File: config.mk
export PLATFORM = sky130hd
export DESIGN_NAME = m_capture_flat
export DESIGN_NICKNAME = d
export VERILOG_FILES = /design/src/rtl/m_capture_if.sv /design/src/rtl/m_capture.sv /design/src/flat_wrapper.sv
export SDC_FILE = /design/constraint.sdc
export NUM_CORES = 1
export LEC_CHECK = 0
export ABC_AREA = 0
export ABC_CLOCK_PERIOD_IN_PS = 2900
export CAP_MARGIN = 10
export CORE_ASPECT_RATIO = 1.5
export CORE_MARGIN = 2
export CORE_UTILIZATION = 53
export CTS_CLUSTER_SIZE = 8
export DETAILED_ROUTE_END_ITERATION = 16
export GPL_TIMING_DRIVEN = 0
export HOLD_SLACK_MARGIN = 0.06
export PLACE_DENSITY = 0.87
export SKIP_CTS_REPAIR_TIMING = 1
export SLEW_MARGIN = 20
export SYNTH_ARGS = -nofsm -noshare
export SYNTH_HDL_FRONTEND = slang
export SYNTH_SLANG_ARGS = --single-unit
File: constraint.sdc
create_clock -name clk -period 2.9 [get_ports clk]
set_input_delay 0.435 -clock clk [delete_from_list [all_inputs] [get_ports clk]]
set_output_delay 0.435 -clock clk [all_outputs]
set_load 0.005 [all_outputs]
File: src/rtl/m_capture_if.sv
// Capture sequencer bus: sample/trigger inputs, RAM write port, host status.
// M_CAPTURE_AUTO_TRIG_EN adds auto_tmo_i / auto_fired_o.
interface m_capture_if #(
    parameter int WIDTH  = 8,
    parameter int ADDR_W = 10
`ifdef M_CAPTURE_AUTO_TRIG_EN
   ,parameter int TIMEOUT_W = 16
`endif
);
    logic [WIDTH-1:0]  in_i;
    logic              trig_pos_i;
    logic              trig_neg_i;
    logic              edge_sel_i;
    logic              arm_i;
    logic              force_i;
    logic [ADDR_W-1:0] pre_len_i;
    logic [ADDR_W-1:0] post_len_i;
    logic              wr_en_o;
    logic [ADDR_W-1:0] wr_addr_o;
    logic [WIDTH-1:0]  wr_data_o;
    logic [ADDR_W-1:0] trig_addr_o;
    logic              busy_o;
    logic              done_o;
`ifdef M_CAPTURE_AUTO_TRIG_EN
    logic [TIMEOUT_W-1:0] auto_tmo_i;
    logic                 auto_fired_o;
`endif

    modport slave (
        input  in_i, trig_pos_i, trig_neg_i, edge_sel_i, arm_i, force_i,
        input  pre_len_i, post_len_i,
`ifdef M_CAPTURE_AUTO_TRIG_EN
        input  auto_tmo_i,
        output auto_fired_o,
`endif
        output wr_en_o, wr_addr_o, wr_data_o, trig_addr_o, busy_o, done_o
    );

    modport master (
        output in_i, trig_pos_i, trig_neg_i, edge_sel_i, arm_i, force_i,
        output pre_len_i, post_len_i,
`ifdef M_CAPTURE_AUTO_TRIG_EN
        output auto_tmo_i,
        input  auto_fired_o,
`endif
        input  wr_en_o, wr_addr_o, wr_data_o, trig_addr_o, busy_o, done_o
    );
endinterface

File: src/rtl/m_capture.sv
// Scope capture sequencer: pre-trigger history, trigger wait, post-trigger fill.
// Optional auto-trigger timeout enabled by M_CAPTURE_AUTO_TRIG_EN.
module m_capture #(
    parameter int WIDTH  = 8,
    parameter int ADDR_W = 10
`ifdef M_CAPTURE_AUTO_TRIG_EN
   ,parameter int TIMEOUT_W = 16
`endif
) (
    input  logic        clk,
    input  logic        rst,
    m_capture_if.slave  bus
);
    typedef enum logic [2:0] {
        S_IDLE, S_PRE, S_WAIT, S_POST, S_DONE
    } state_e;

    state_e            state_q, state_d;
    logic              arm_q;
    logic [ADDR_W-1:0] ptr_q, ptr_d;
    logic [ADDR_W-1:0] cnt_q, cnt_d;
    logic [ADDR_W-1:0] pre_q, pre_d;
    logic [ADDR_W-1:0] post_q, post_d;
    logic              wr_en_q, wr_en_d;
    logic [ADDR_W-1:0] wr_addr_q, wr_addr_d;
    logic [WIDTH-1:0]  wr_data_q, wr_data_d;
    logic [ADDR_W-1:0] trig_addr_q, trig_addr_d;
    logic              busy_q, busy_d;
    logic              done_q, done_d;
    logic              arm_rise, trig, take, write;
`ifdef M_CAPTURE_AUTO_TRIG_EN
    logic [TIMEOUT_W-1:0] tmo_q, tmo_d;
    logic                 fired_q, fired_d;
    logic                 auto_hit;
`endif

    assign arm_rise = bus.arm_i & ~arm_q;
    assign trig = (bus.edge_sel_i ? bus.trig_neg_i : bus.trig_pos_i)
                | bus.force_i;
`ifdef M_CAPTURE_AUTO_TRIG_EN
    assign auto_hit = (bus.auto_tmo_i != '0) && (tmo_q == bus.auto_tmo_i);
    assign take     = trig | auto_hit;
`else
    assign take     = trig;
`endif

    always_comb begin
        state_d     = state_q;
        ptr_d       = ptr_q;
        cnt_d       = cnt_q;
        pre_d       = pre_q;
        post_d      = post_q;
        wr_en_d     = 1'b0;
        wr_addr_d   = wr_addr_q;
        wr_data_d   = wr_data_q;
        trig_addr_d = trig_addr_q;
        write       = 1'b0;
`ifdef M_CAPTURE_AUTO_TRIG_EN
        tmo_d       = tmo_q;
        fired_d     = fired_q;
`endif
        unique case (state_q)
            S_IDLE: if (arm_rise) begin
                pre_d   = bus.pre_len_i;
                post_d  = bus.post_len_i;
                cnt_d   = '0;
                state_d = (bus.pre_len_i != '0) ? S_PRE : S_WAIT;
`ifdef M_CAPTURE_AUTO_TRIG_EN
                tmo_d   = '0;
                fired_d = 1'b0;
`endif
            end
            S_PRE: if (!bus.arm_i) begin
                state_d = S_IDLE;
            end else begin
                write = 1'b1;
                cnt_d = cnt_q + ADDR_W'(1);
                if (cnt_d == pre_q) begin
                    state_d = S_WAIT;
`ifdef M_CAPTURE_AUTO_TRIG_EN
                    tmo_d   = '0;
`endif
                end
            end
            S_WAIT: if (!bus.arm_i) begin
                state_d = S_IDLE;
            end else begin
                write = 1'b1;
`ifdef M_CAPTURE_AUTO_TRIG_EN
                tmo_d = tmo_q + TIMEOUT_W'(1);
                if (auto_hit && !trig) fired_d = 1'b1;
`endif
                if (take) begin
                    trig_addr_d = ptr_q;
                    cnt_d       = '0;
                    state_d     = (post_q == '0) ? S_DONE : S_POST;
                end
            end
            S_POST: if (!bus.arm_i) begin
                state_d = S_IDLE;
            end else begin
                write = 1'b1;
                cnt_d = cnt_q + ADDR_W'(1);
                if (cnt_d == post_q) state_d = S_DONE;
            end
            S_DONE: if (!bus.arm_i) state_d = S_IDLE;
            default: state_d = S_IDLE;
        endcase
        // ptr_q is the next free RAM slot; it survives across captures
        if (write) begin
            wr_en_d   = 1'b1;
            wr_addr_d = ptr_q;
            wr_data_d = bus.in_i;
            ptr_d     = ptr_q + ADDR_W'(1);
        end
        busy_d = (state_d == S_PRE) || (state_d == S_WAIT)
              || (state_d == S_POST);
        done_d = (state_d == S_DONE);
    end

    always_ff @(posedge clk or posedge rst) begin
        if (rst) begin
            state_q     <= S_IDLE;
            arm_q       <= 1'b0;
            ptr_q       <= '0;
            cnt_q       <= '0;
            pre_q       <= '0;
            post_q      <= '0;
            wr_en_q     <= 1'b0;
            wr_addr_q   <= '0;
            wr_data_q   <= '0;
            trig_addr_q <= '0;
            busy_q      <= 1'b0;
            done_q      <= 1'b0;
`ifdef M_CAPTURE_AUTO_TRIG_EN
            tmo_q       <= '0;
            fired_q     <= 1'b0;
`endif
        end else begin
            state_q     <= state_d;
            arm_q       <= bus.arm_i;
            ptr_q       <= ptr_d;
            cnt_q       <= cnt_d;
            pre_q       <= pre_d;
            post_q      <= post_d;
            wr_en_q     <= wr_en_d;
            wr_addr_q   <= wr_addr_d;
            wr_data_q   <= wr_data_d;
            trig_addr_q <= trig_addr_d;
            busy_q      <= busy_d;
            done_q      <= done_d;
`ifdef M_CAPTURE_AUTO_TRIG_EN
            tmo_q       <= tmo_d;
            fired_q     <= fired_d;
`endif
        end
    end

    assign bus.wr_en_o     = wr_en_q;
    assign bus.wr_addr_o   = wr_addr_q;
    assign bus.wr_data_o   = wr_data_q;
    assign bus.trig_addr_o = trig_addr_q;
    assign bus.busy_o      = busy_q;
    assign bus.done_o      = done_q;
`ifdef M_CAPTURE_AUTO_TRIG_EN
    assign bus.auto_fired_o = fired_q;
`endif
endmodule

File: src/flat_wrapper.sv
// flat-port wrapper written by rule: the top's interface ports become plain ports
module m_capture_flat 
#(
    parameter int WIDTH  = 8,
    parameter int ADDR_W = 10

)
  (clk, rst, bus_in_i, bus_trig_pos_i, bus_trig_neg_i, bus_edge_sel_i, bus_arm_i, bus_force_i, bus_pre_len_i, bus_post_len_i, bus_wr_en_o, bus_wr_addr_o, bus_wr_data_o, bus_trig_addr_o, bus_busy_o, bus_done_o);
  m_capture_if #(.WIDTH(WIDTH), .ADDR_W(ADDR_W)) bus_i ();
  input  logic clk;
  input  logic rst;
  input wire logic [$bits(bus_i.in_i)-1:0] bus_in_i;
  input wire logic [$bits(bus_i.trig_pos_i)-1:0] bus_trig_pos_i;
  input wire logic [$bits(bus_i.trig_neg_i)-1:0] bus_trig_neg_i;
  input wire logic [$bits(bus_i.edge_sel_i)-1:0] bus_edge_sel_i;
  input wire logic [$bits(bus_i.arm_i)-1:0] bus_arm_i;
  input wire logic [$bits(bus_i.force_i)-1:0] bus_force_i;
  input wire logic [$bits(bus_i.pre_len_i)-1:0] bus_pre_len_i;
  input wire logic [$bits(bus_i.post_len_i)-1:0] bus_post_len_i;
  output wire logic [$bits(bus_i.wr_en_o)-1:0] bus_wr_en_o;
  output wire logic [$bits(bus_i.wr_addr_o)-1:0] bus_wr_addr_o;
  output wire logic [$bits(bus_i.wr_data_o)-1:0] bus_wr_data_o;
  output wire logic [$bits(bus_i.trig_addr_o)-1:0] bus_trig_addr_o;
  output wire logic [$bits(bus_i.busy_o)-1:0] bus_busy_o;
  output wire logic [$bits(bus_i.done_o)-1:0] bus_done_o;
  assign bus_i.in_i = bus_in_i;
  assign bus_i.trig_pos_i = bus_trig_pos_i;
  assign bus_i.trig_neg_i = bus_trig_neg_i;
  assign bus_i.edge_sel_i = bus_edge_sel_i;
  assign bus_i.arm_i = bus_arm_i;
  assign bus_i.force_i = bus_force_i;
  assign bus_i.pre_len_i = bus_pre_len_i;
  assign bus_i.post_len_i = bus_post_len_i;
  assign bus_wr_en_o = bus_i.wr_en_o;
  assign bus_wr_addr_o = bus_i.wr_addr_o;
  assign bus_wr_data_o = bus_i.wr_data_o;
  assign bus_trig_addr_o = bus_i.trig_addr_o;
  assign bus_busy_o = bus_i.busy_o;
  assign bus_done_o = bus_i.done_o;
  m_capture #(.WIDTH(WIDTH), .ADDR_W(ADDR_W)) u_core (.clk(clk), .rst(rst), .bus(bus_i));
endmodule
==> metrics.md, run 1 <==
| Metric | Value |
|---|---|
| Cell Rows | `37` |
| Mapped Nets | `349` |
| WL met2 | `4500 µm` |
| Crit share post-route | `0.853` |
| FMAX | `0.404 GHz` |
| Worst path max stage delay | `440 ps` |
| Total Wirelength | `8530 µm` |
| Inserted Clock Buffers | `9` |
| Post-DP HPWL | `6350 µm` |
| Die area | `7740 µm²` |
| Placer Congestion | `0.871` |
| Routed vias/inst | `5.92` |
| Share of cells above drive strength 1 | `0.206` |
| 1st-iter DRT viols | `216` |
| First-pass DRT Iterations | `4` |
| Worst EP arrival | `2750 ps` |
| CTS tree | `done` |
| Sequential Power Share | `0.458` |
| Setup Viol. Count Final | `0` |
| RR Endpoint | `u_core.bus.done_o` |
| Worst slew pin tran | `828 ps` |
| Cells after Synth | `312` |
| Critical Path RT | `3180 ps` |
| GRT Overall Usage | `0.238` |
| Max-slew violation count | `0` |
| Worst R2R Path Depth | `7` |
| Most frequent cell after synthesis | `dfrtp_1` |
| Worst-path cell chain | `ha_1, xor2_1, xor2_1, nor4_1, o2111ai_1, o41ai_2, o2bb2ai_1` |
| Top Metal Used | `met4` |
| Number of I/O pins | `66` |
| Worst setup margin | `426 ps` |
| Ant diodes | `0` |
| Worst IR drop on VDD | `0.000473 V` |
| Most used DFF post-synth | `dfrtp_1` |
| Dominant cell type by area after synthesis | `dfrtp_1` |
| WS Path Type | `flip-flop to flip-flop` |
| Post-synth EDFFs | `0` |
| Worst-path clk slew | `90 ps` |
| Fill cells | `489` |
| Slowest CP cell | `dfrtp_1` |
| RSZ-0062 raised after global routing | `no` |
| Die Wd | `72.5 µm` |
| Combinational power share | `0.220` |
| Crit path top cell by count | `xor2_1` |
| Post-route DRC violation count | `0` |
| Met3 wire len | `519 µm` |
| Area of the multi-input gates | `1730 µm²` |
| Startpoint Class | `flip-flop` |
| GRT Residual Overflow | `0` |
| Final net count | `426` |
| Clk network pwr share | `0.322` |
| Clock Latency Late Sink | `370 ps` |
| Cell area after layout | `4750 µm²` |
| Starting Density | `0.544` |
| Placement Cell Area | `4510 µm²` |
| Clock root cell | `clkbuf_8` |
| Register bit total from synthesis | `75` |
| Internal power | `2.19 mW` |
| Sw Share | `0.277` |
| Clock sink count | `75` |
| Slew HR | `0.443` |
| Maximum number of pins on one net before global-route repair | `47` |
| Setup Skew | `15.1 ps` |
| Dpl ws | `167 ps` |
| Chip height | `107 µm` |
| CORE AREA | `6850 µm²` |
| R2r setup slk | `430 ps` |
| FF-to-FF Start | `u_core.cnt_q[1]` |
| Port Buffers | `65` |
| Leak Pwr | `2.03 nW` |
| Synthesized area | `3730 µm²` |
| Status | `finished, final reports clean` |
| Switch Pwr | `0.840 mW` |
| Yosys warning count | `0` |
| First-pass GRT wire length | `14100 µm` |
| Pwr dens | `639 nW/µm²` |
| Clk buf depth | `2` |
| WL per Instance | `18.1 µm` |
| Post-synth top cells | `dfrtp_1 (75), mux2_2 (39), xnor2_1 (18), nor2_1 (16), o21ai_0 (16)` |
| Initial antenna violation count | `0` |
| Fin. Hold Viols | `0` |
| Max-Cap Viols | `0` |
| Layout area overhead | `27.3%` |
| Vias after detailed routing | `2792` |
| Syn avg cell area | `12.0 µm²` |
| Register area share after synthesis | `0.503` |
| ANT nets after route | `0` |
| Final core occ | `0.693` |
| FFs w/ async S/R, synth | `1.00` |
| Htree depth | `3` |
| Vias in the first global route | `2967` |
| Worst Path Max Fanout | `6` |
| Post-synth top area share | `0.503` |
| Hold Crit Class | `input port to asynchronous set/reset pin` |
| Cell variety after synth | `53` |
| DRT met1 WL | `3110 µm` |
| Largest cells by area after synthesis | `dfrtp_1 (50%), mux2_2 (12%), xnor2_1 (4.2%), xor2_1 (3.1%), mux2_1 (2.7%)` |
| Crit end category | `flip-flop` |
| Final min period | `2470 ps` |
| Register area | `1880 µm²` |
## worst max path at each step
stage | to | slack, ps | from | depth (start not counted)
after floorplan | u_core.arm_q | 560 | rst | 1
after global placement | u_core.bus.wr_data_o[1] | -610 | rst | 2
after detailed placement | u_core.post_q[8] | 170 | bus_arm_i | 5
after CTS | u_core.bus.done_o | 430 | u_core.cnt_q[1] | 7
after global routing | u_core.state_q[1] | 290 | u_core.cnt_q[1] | 7
final | u_core.bus.done_o | 430 | u_core.cnt_q[1] | 7
## state kept, by name (all words and copies together) (netlist names)
register                flops
u_core.bus.done_o           1
u_core.post_q              10
u_core.bus.wr_en_o          1
u_core.bus.wr_data_o        8
u_core.pre_q               10
u_core.cnt_q               10
u_core.arm_q                1
u_core.bus.busy_o           1
u_core.bus.wr_addr_o       10
u_core.bus.trig_addr_o     10
u_core.ptr_q               10
u_core.state_q              3
## worst max-delay path: cells and delay by family, from the launching register on
| kind | cells | cell delay, ps |
|---|---|---|
| fa+ha+maj | 1 | 300 |
| compound gates | 3 | 830 |
| simple gates | 1 | 400 |
| xor+xnor | 2 | 400 |
| flops | 1 | 440 |
## power by group through the flow
stage,sequential [mW],clock [mW],combinational (mW)
final,1.39,0.975,0.668
after detailed placement,1.40,0,0.670
after global placement,1.39,0,0.646
after global routing,1.41,1.03,0.727
after floorplan,1.36,0,0.393
after CTS,1.39,0.991,0.674
## logic make-up after synthesis
kind of cell | share of synthesized area
flops | 0.503
simple gates | 0.113
buf+inv | 0.0325
fa+ha+maj | 0.00671
compound gates | 0.111
xor+xnor | 0.0862
mux | 0.148
## through the flow
step           total power, mW  std cells  TNS (ps)  hold WS (ps)
2_1_floorplan             1.75        312         0           451
3_5_place_dp              2.07        456         0           475
4_1_cts                   3.05        472         0           422
6_report                  3.03        472         0           409
5_1_grt                   3.17        472         0           452
3_3_place_gp              2.04        455    -45660           474
## placed cells by master (no fill, tap or decap), types with 4 or more instances in the layout
cell,count
clkbuf_8,9
xor2_1,13
nand4_1,7
inv_1,5
nor4_1,7
and3_1,4
dfrtp_1,75
buf_2,10
nand3_1,10
mux2_1,9
mux2_2,39
clkbuf_1,4
nand2_1,15
clkdlybuf4s50_1,65
o31ai_1,8
a21oi_1,5
xnor2_1,18
nor2_1,16
o21ai_0,16
## metal layers
layer,vias to the layer above,global-route usage
li1,1285,-
met1,1368,0.253
met2,102,0.413
met3,37,0.0667
met4,0,0.138
met5,-,0
## area by class of cell
cell class              instances  share of cell area
repair buffers                 66               0.143
flip-flops and latches         75               0.395
well taps                      78              0.0206
inverters                       6             0.00527
plain buffers                  17              0.0208
clock buffers                  10              0.0269
clock inverters                 6              0.0237
multi-input cells             214               0.365
(Power assumes the default switching activity.)
==> run 2: changes to the inputs <==
Settings changed: CORE_ASPECT_RATIO 1.5 to unset.
==> metrics.md, run 2 (same netlist as run 1, synthesis figures left out) <==
| Metric | Value |
|---|---|
| Status | `finished, final reports clean` |
| Post-DP HPWL | `6090 µm` |
| Die area | `7720 µm²` |
| Port Buffers | `65` |
| CP startpoint | `u_core.cnt_q[1]` |
| Setup Skew | `9.52 ps` |
| Crit end category | `flip-flop` |
| WL per Instance | `17.0 µm` |
| GRT Overall Usage | `0.232` |
| Vias after detailed routing | `2799` |
| Worst-path clk slew | `80 ps` |
| Number of I/O pins | `66` |
| First-pass GRT wire length | `13600 µm` |
| RR Endpoint | `u_core.state_q[1]` |
| Clock root cell | `clkbuf_8` |
| Final min period | `2400 ps` |
| Inserted Clock Buffers | `9` |
| Clock Latency Late Sink | `360 ps` |
| Worst Path Max Fanout | `7` |
| Layout area overhead | `26.3%` |
| Fin. Hold Viols | `0` |
| Most frequent cells in the layout | `dfrtp_1 (75), clkdlybuf4s50_1 (65), mux2_2 (39)` |
| CORE AREA | `6790 µm²` |
| Leak Pwr | `2.00 nW` |
| Pwr dens | `595 nW/µm²` |
| Slew HR | `0.533` |
| Setup Viol. Count Final | `0` |
| Max-slew violation count | `0` |
| Ant diodes | `0` |
| WS Path Type | `flip-flop to flip-flop` |
| Worst IR drop on VDD | `0.000425 V` |
| CTS tree | `done` |
| Dpl ws | `292 ps` |
| Critical Path RT | `3140 ps` |
| Total Wirelength | `8320 µm` |
| Clk buf depth | `2` |
| 1st-iter DRT viols | `250` |
| Chip height | `87.9 µm` |
| Max-Cap Viols | `0` |
| FMAX | `0.416 GHz` |
| Hold Crit Class | `input port to asynchronous set/reset pin` |
| Routed vias/inst | `5.71` |
| Clock sink count | `75` |
| Worst EP arrival | `2650 ps` |
| Worst setup path endpoint | `u_core.state_q[1]` |
| Startpoint Class | `flip-flop` |
| GRT Residual Overflow | `0` |
| FF-to-FF Start | `u_core.cnt_q[1]` |
| First-pass DRT Iterations | `4` |
| Maximum number of pins on one net before global-route repair | `52` |
| Vias in the first global route | `2794` |
| Crit share post-route | `0.829` |
| Worst setup margin | `496 ps` |
| RSZ-0062 raised after global routing | `no` |
| Post-route DRC violation count | `0` |
| Placer Congestion | `0.893` |
| Commonest non-fill, non-tap cell in the layout | `dfrtp_1` |
| Htree depth | `3` |
| Worst R2R Path Depth | `8` |
| Worst slew pin tran | `698 ps` |
| Share of cells above drive strength 1 | `0.208` |
| R2r setup slk | `500 ps` |
| ANT nets after route | `0` |
| Initial antenna violation count | `0` |
| Cell Rows | `30` |
| Final net count | `426` |
| Power, Total | `2.80 mW` |
| Starting Density | `0.549` |
| Die Wd | `87.9 µm` |
==> run 2: power breakdown <==
group	internal (mW)	switching, mW	leakage (nW)
sequential	1.22	0.162	0.963
combinational	0.400	0.274	0.950
clock	0.324	0.425	0.0886
==> run 2: metal layers <==
| metal | up-vias | GRT usage | routed length (µm) | part of all wire |
|---|---|---|---|---|
| met3 | 24 | 0.0613 | 599 | 0.072 |
| met2 | 119 | 0.378 | 4080 | 0.49 |
| li1 | 1282 | - | - | - |
| met5 | - | 0 | 0 | 0 |
| met4 | 0 | 0.110 | 263 | 0.032 |
| met1 | 1374 | 0.289 | 3380 | 0.41 |
==> run 2: cell type report <==
type / count / area (µm²)
buffer: 17 / 98.8
clock buffer: 9 / 124
clock inverter: 7 / 57.6
multi-input combinational: 214 / 1730
timing repair buffer: 66 / 678
fill: 485 / 2080
tap: 96 / 120
sequential: 75 / 1880
inverter: 6 / 25.0
==> run 2: how the worst min path moves through the flow <==
stage                           endpoint  depth (start not counted)                       from
4_1_cts          u_core.bus.wr_data_o[5]                          2                        rst
3_3_place_gp   u_core.bus.trig_addr_o[9]                          1  u_core.bus.trig_addr_o[9]
6_report         u_core.bus.wr_data_o[5]                          2                        rst
5_1_grt          u_core.bus.wr_data_o[5]                          2                        rst
3_5_place_dp   u_core.bus.trig_addr_o[1]                          1  u_core.bus.trig_addr_o[1]
2_1_floorplan            u_core.ptr_q[9]                          1            u_core.ptr_q[9]
==> run 2: worst max-delay path, cell delays in order (launching register included) <==
cell	delay (ps)
dfrtp_1	450
ha_1	290
and3_1	200
buf_2	180
nand3_1	180
xnor2_1	210
o2111ai_1	270
o31ai_2	280
a21bo_1	230
==> run 2: stage by stage <==
step                utilization  setup TNS (ps)  area [µm²]  hold slack [ps]  cells
finish                    0.693               0        4710              409    490
global route              0.693               0        4710              438    490
CTS                       0.693               0        4710              413    490
detailed placement        0.667               0        4530              481    474
global placement          0.662          -45320        4500              474    473
floorplan                     -               0        3730              451    312
